### src/rtl/seg_pkg.sv
// Shared types, segment font and round-robin digit picker for the seg_scan_ctrl scanner.
// Pure declarations: no latency, no flow control.
package seg_pkg;

   typedef enum logic {
      BLANK = 1'b0,
      SHOW  = 1'b1
   } state_t;

   localparam logic [6:0] SEG_BLANK = 7'b1111111;

   // Active-low segments, gfedcba order, indexed by hex value
   localparam logic [6:0] SEG_TABLE [16] = '{
      7'b1000000, 7'b1111001, 7'b0100100, 7'b0110000,
      7'b0011001, 7'b0010010, 7'b0000010, 7'b1111000,
      7'b0000000, 7'b0010000, 7'b0001000, 7'b0000011,
      7'b1000110, 7'b0100001, 7'b0000110, 7'b0001110
   };

   // Returns {found, index} of the first set mask bit after cur, wrapping back to cur last.
   function automatic logic [2:0] rr_pick(input logic [1:0] cur, input logic [3:0] mask);
      logic [2:0] pick;
      logic [1:0] cand;
      pick = 3'b000;
      for (int k = 4; k >= 1; k--) begin
         cand = cur + 2'(k);
         if (mask[cand]) pick = {1'b1, cand};
      end
      return pick;
   endfunction

endpackage

### src/rtl/seg_decode.sv
// Hex nibble to active-low seven-segment pattern.
// Combinational, zero latency; no flow control.
module seg_decode
   import seg_pkg::*;
(
   input  logic [3:0] hex,
   output logic [6:0] seg
);

   assign seg = SEG_TABLE[hex];

endmodule

### src/rtl/seg_scan_ctrl.sv
// Multiplexed 4-digit seven-segment scanner: BLANK gap, then SHOW dwell per enabled digit.
// Moore outputs; load accepted only in BLANK (load_ready low during SHOW). SEG_SCAN_DIM_EN adds brightness PWM.
module seg_scan_ctrl
   import seg_pkg::*;
#(
   parameter int TIMEBITS = 3,
   parameter int BLANKCYC = 1
) (
   input  logic        clk,
   input  logic        reset,
   input  logic        load_valid,
   output logic        load_ready,
   input  logic [15:0] load_data,
   input  logic [3:0]  digit_en,
`ifdef SEG_SCAN_DIM_EN
   input  logic [1:0]  brightness,
`endif
   output logic [3:0]  enables,
   output logic [6:0]  seg
);

   localparam int CW = (TIMEBITS > 4) ? TIMEBITS : 4;
   localparam int LW = CW + 1;
   localparam logic [CW-1:0] SHOW_LAST  = CW'((1 << TIMEBITS) - 1);
   localparam logic [CW-1:0] BLANK_LAST = CW'(BLANKCYC - 1);

   state_t        state;
   state_t        state_nxt;
   logic [CW-1:0] cnt;
   logic [1:0]    idx;
   logic [15:0]   shadow;
   logic [2:0]    pick;
   logic          blank_done;
   logic          show_done;
   logic          enter_show;
   logic          lit;
   logic [3:0]    digit;
   logic [6:0]    dec_seg;

   assign pick       = rr_pick(idx, digit_en);
   assign blank_done = (state == BLANK) && (cnt == BLANK_LAST);
   assign show_done  = (state == SHOW) && (cnt == SHOW_LAST);
   assign enter_show = blank_done && pick[2];
   assign load_ready = (state == BLANK) && !reset;

   always_ff @(posedge clk) begin
      if (reset) state <= BLANK;
      else       state <= state_nxt;
   end

   always_comb begin
      state_nxt = state;
      case (state)
         BLANK:   if (enter_show) state_nxt = SHOW;
         SHOW:    if (show_done)  state_nxt = BLANK;
         default: state_nxt = BLANK;
      endcase
   end

   // Shadow only moves in BLANK, so a digit never changes mid-dwell
   always_ff @(posedge clk) begin
      if (reset) begin
         cnt    <= '0;
         idx    <= 2'd3;
         shadow <= 16'h0000;
      end else begin
         if (blank_done || show_done) cnt <= '0;
         else                         cnt <= cnt + CW'(1);
         if (enter_show) idx <= pick[1:0];
         if (load_valid && load_ready) shadow <= load_data;
      end
   end

`ifdef SEG_SCAN_DIM_EN
   logic [1:0]    bright;
   logic [LW-1:0] lit_len;

   always_ff @(posedge clk) begin
      if (reset)           bright <= 2'd0;
      else if (enter_show) bright <= brightness;
   end

   assign lit_len = LW'({1'b0, bright} + 3'd1) << (TIMEBITS - 2);
   assign lit     = ({1'b0, cnt} < lit_len);
`else
   assign lit = 1'b1;
`endif

   assign digit = shadow[{idx, 2'b00} +: 4];

   seg_decode u_dec (
      .hex (digit),
      .seg (dec_seg)
   );

   always_comb begin
      enables = 4'b0000;
      seg     = SEG_BLANK;
      if ((state == SHOW) && lit) begin
         enables = 4'b0001 << idx;
         seg     = dec_seg;
      end
   end

endmodule

### config.mk
export PLATFORM = sky130hd
export DESIGN_NAME = seg_scan_ctrl
export DESIGN_NICKNAME = d
export VERILOG_FILES = /design/src/rtl/seg_pkg.sv /design/src/rtl/seg_decode.sv /design/src/rtl/seg_scan_ctrl.sv
export SDC_FILE = /design/constraint.sdc
export NUM_CORES = 1
export LEC_CHECK = 0
export CAP_MARGIN = 10
export CELL_PAD_IN_SITES_DETAIL_PLACEMENT = 1
export CELL_PAD_IN_SITES_GLOBAL_PLACEMENT = 1
export CORE_MARGIN = 5
export CORE_UTILIZATION = 40
export CTS_BUF_LIST = sky130_fd_sc_hd__clkbuf_4 sky130_fd_sc_hd__clkbuf_8
export CTS_CLUSTER_DIAMETER = 50
export DETAILED_ROUTE_END_ITERATION = 12
export GPL_TIMING_DRIVEN = 0
export PLACE_DENSITY = 0.95
export SKIP_LAST_GASP = 1
export SLEW_MARGIN = 20
export SYNTH_ARGS = -nofsm -noshare
export SYNTH_HDL_FRONTEND = slang
export SYNTH_SLANG_ARGS = --single-unit
### constraint.sdc
create_clock -name clk -period 5.64 [get_ports clk]
set_input_delay 0.564 -clock clk [delete_from_list [all_inputs] [get_ports clk]]
set_output_delay 0.564 -clock clk [all_outputs]
set_load 0.01 [all_outputs]
==> flow_summary_export.csv <==
group,metric,value,unit
outcome,outcome,"finished, final reports clean",
clocking,cts_tree,"built",
logic_synthesis,muxShareOfSynthArea,11.5,%
sta,rsz0062_at_grt,"no",
placement,gp_congestion,0.749,
job,drv_cap,0,
power_and_ir_drop,power_frac_comb,49.3,%
clocking,clock_sinks,23,
setup_path,crit_fanout,10,
setup_path,path_cells,"buf_6 -> mux4_1 -> inv_1 -> ha_1 -> nand2b_1 -> and4_1 -> a31oi_1 -> clkdlybuf4s50_1",
logic_synthesis,ys_seq_area_share,31.2,%
logic_synthesis,synth_largest_area_cell,"dfxtp_1",
sta,slew_violations,0,
logic_synthesis,synth-edff-count,0,
logic_synthesis,synth_compound_area_share,18.3,%
floorplan,pin_count,35,
cells_and_area,final_common_cell,"nand2_1",
grt,grt_max_degree,14,
setup_path,r2r_slack,3.77,ns
logic_synthesis,synth_top_family_by_area,"simple AND/OR/NAND/NOR gates",
floorplan,die-area,5000,sq um
routing,num_vias,1385,
clocking,cts_buffers,3,
power_and_ir_drop,p_sw_share,36.5,%
setup_path,path_class,"flip-flop to primary output",
power_and_ir_drop,p_int,381,uW
logic_synthesis,async_flop_share,0,%
logic_synthesis,ys_types,43,
logic_synthesis,synthAdderAreaFrac,10.2,%
routing,wl_per_cell,14.6,um
power_and_ir_drop,peakVddDrop,0.129,mV
placement,place_area,1850,sq um
setup_path,crit_end,"seg[3]",
logic_synthesis,yosys_warnings,0,
cells_and_area,syn_to_final_growth,28.9,%
sta,fin_crit,3.50,ns
setup_path,critPathArrivalTime,2.93,ns
power_and_ir_drop,leakage,0.742,nW
logic_synthesis,synth_cells,177,
setup_path,cp-startpoint,"idx[0]",
routing,drtPass1Iterations,4,
power_and_ir_drop,power.density,315,nW/um^2
cells_and_area,n_antenna_cell,0,
routing,viasPerCell,5.31,
sta,setup-tns-final,0,ns
grt,antenna_found_initial,0,
sta,tightest_slew,0.484,ns
cells_and_area,layout_common_cells,"37 x nand2_1, 32 x clkdlybuf4s50_1, 23 x dfxtp_1",
setup_path,critical_path_depth,8,
logic_synthesis,synth_seq_cells,23,
logic_synthesis,synth_top_area_share,31.2,%
floorplan,start_util,40.9,%
setup_path,end_kind,"primary output",
worst_hold_path,min_from,"shadow[9]",
grt,grt_util_all_layers,15.4,%
floorplan,row_count,22,
placement,io_buffer_count,32,
setup_path,critPathTopFamily,"buffers and inverters",
grt,grt_first_pass_wirelength,6.29,mm
sta,timing.final.crit_share,62.0,%
placement,dp_hpwl,2.91,mm
clocking,clk_latency,0.26,ns
logic_synthesis,synth_xor_area_share,1.19,%
floorplan,fp.dieW,70.7,um
floorplan,core_area,3610,sq um
setup_path,start_kind,"flip-flop",
clocking,cts_setup_buffers,0,
worst_hold_path,min_path_type,"flip-flop to flip-flop",
logic_synthesis,avgSynthCellArea,8.33,sq um
sta,slew_headroom,67.6,%
routing,drt-total-wl,3.82,mm
logic_synthesis,synth_nets,212,
clocking,clockBufferDepth,2,
grt,grt_pass1_vias,1414,
routing,ant_nets,0,
clocking,htreeDepth,1,
logic_synthesis,synthTopCellsByArea,"dfxtp_1 31%, ha_1 10%, nand2_1 9.4%",
routing,drc_errors,0,
clocking,cts.repair.resized,0,
sta,setup_violations,0,
cells_and_area,num-nets-final,249,
logic_synthesis,syn-cell-area,1470,sq um
setup_path,crit_buf_inv,3,
sta,timing.fmax,0.286,GHz
routing,first_iter_violations,65,
power_and_ir_drop,pwr-share-seq,33.5,%
setup_path,max_stage_delay,0.70,ns
floorplan,die_h,70.7,um
cells_and_area,finish.utilization,52.7,%
cells_and_area,drive_above_1_share,7.04,%
setup_path,required,5.08,ns
clocking,path_clk_slew,0.08,ns
grt,grt_overflow,0,
sta,hold_violations,0,
power_and_ir_drop,net-switching-power,219,uW
setup_path,slowest_stage,"mux4_1",
clocking,root_buffer,"clkbuf_8",
logic_synthesis,synthSimpleGateAreaFrac,21.1,%
cells_and_area,design_area,1900,sq um
setup_path,r2r_end,"idx[1]",
power_and_ir_drop,power_frac_clock,17.1,%
setup_path,r2r-start,"idx[1]",
sta,final.setup_skew,0.00243,ns
clocking,postCtsHoldBufs,0,
logic_synthesis,ys.flop_type,"dfxtp_1",
setup_path,rr_worst_depth,6,
power_and_ir_drop,finalPower,599,uW
[cell usage after synthesis, types with 2 or more instances]
| library cell | count |
|---|---|
| nand2_1 | 37 |
| dfxtp_1 | 23 |
| o21ai_0 | 18 |
| ha_1 | 12 |
| inv_1 | 10 |
| clkbuf_1 | 7 |
| mux2i_1 | 5 |
| nor2_1 | 5 |
| and2_1 | 4 |
| nor3_1 | 4 |
| nand2b_1 | 3 |
| nand3_1 | 3 |
| o21ai_1 | 3 |
| o221ai_1 | 3 |
| a21o_1 | 2 |
| a21oi_1 | 2 |
| a221o_1 | 2 |
| a31oi_1 | 2 |
| buf_2 | 2 |
| mux2_2 | 2 |
| mux4_1 | 2 |
| mux4_2 | 2 |
| nor3b_1 | 2 |
| o211ai_1 | 2 |
| o22ai_1 | 2 |
[through the flow]
stage                     hold slack, ns  std cells  setup WS [ns]
after global placement             0.443        257           2.47
final                              0.460        261           2.14
after global routing               0.491        261           2.00
after detailed placement           0.452        257           2.42
after CTS                          0.464        261           2.12
after floorplan                    0.431        177           3.13
[cell type report]
type / count / area (sq um)
repair buffers: 32 / 320
clock inverters: 1 / 5.00
flip-flops and latches: 23 / 460
plain buffers: 12 / 58.8
multi-input cells: 132 / 917
well taps: 48 / 60.1
fillers: 436 / 1710
clock buffers: 3 / 41.3
inverters: 10 / 37.5
[per-layer routing]
layer	vias up	part of all wire, %	track usage [%]
met1	667	44	18.3
met3	4	4.1	2.13
met4	0	1.1	5.01
li1	687	-	-
met2	27	51	28.1
met5	-	0	0
[kinds of logic (layout without fill, tap and decap cells)]
| family | count (synthesis) | count (layout) |
|---|---|---|
| simple gates | 65 | 65 |
| compound gates | 42 | 42 |
| buf+inv | 22 | 58 |
| mux | 11 | 11 |
| flops | 23 | 23 |
| fa+ha+maj | 12 | 12 |
| xor+xnor | 2 | 2 |
[how the worst min path moves through the flow]
stage | to | cells after the start
floorplan | shadow[4] | 2
global placement | shadow[12] | 2
detailed placement | shadow[13] | 2
CTS | shadow[9] | 2
global route | shadow[10] | 2
finish | shadow[9] | 2
[flip-flops by register name, indices dropped and copies added (netlist names)]
register,cells
shadow,16
cnt,4
idx,2
state,1
[tightest hold or removal path, delay by kind of cell (launching register included)]
family           cells  cell delay (ns)
AO/OA/AOI/OAI        1             0.06
flip-flops           1             0.31
AND/OR/NAND/NOR      1             0.05
[power by group through the flow]
stage / clock [mW] / combinational [mW] / sequential, mW
global route: 0.113 / 0.324 / 0.204
CTS: 0.104 / 0.298 / 0.201
floorplan: 0 / 0.196 / 0.200
global placement: 0 / 0.287 / 0.204
detailed placement: 0 / 0.296 / 0.205
finish: 0.103 / 0.296 / 0.201
Note: power is estimated with default switching activity, not from simulation.
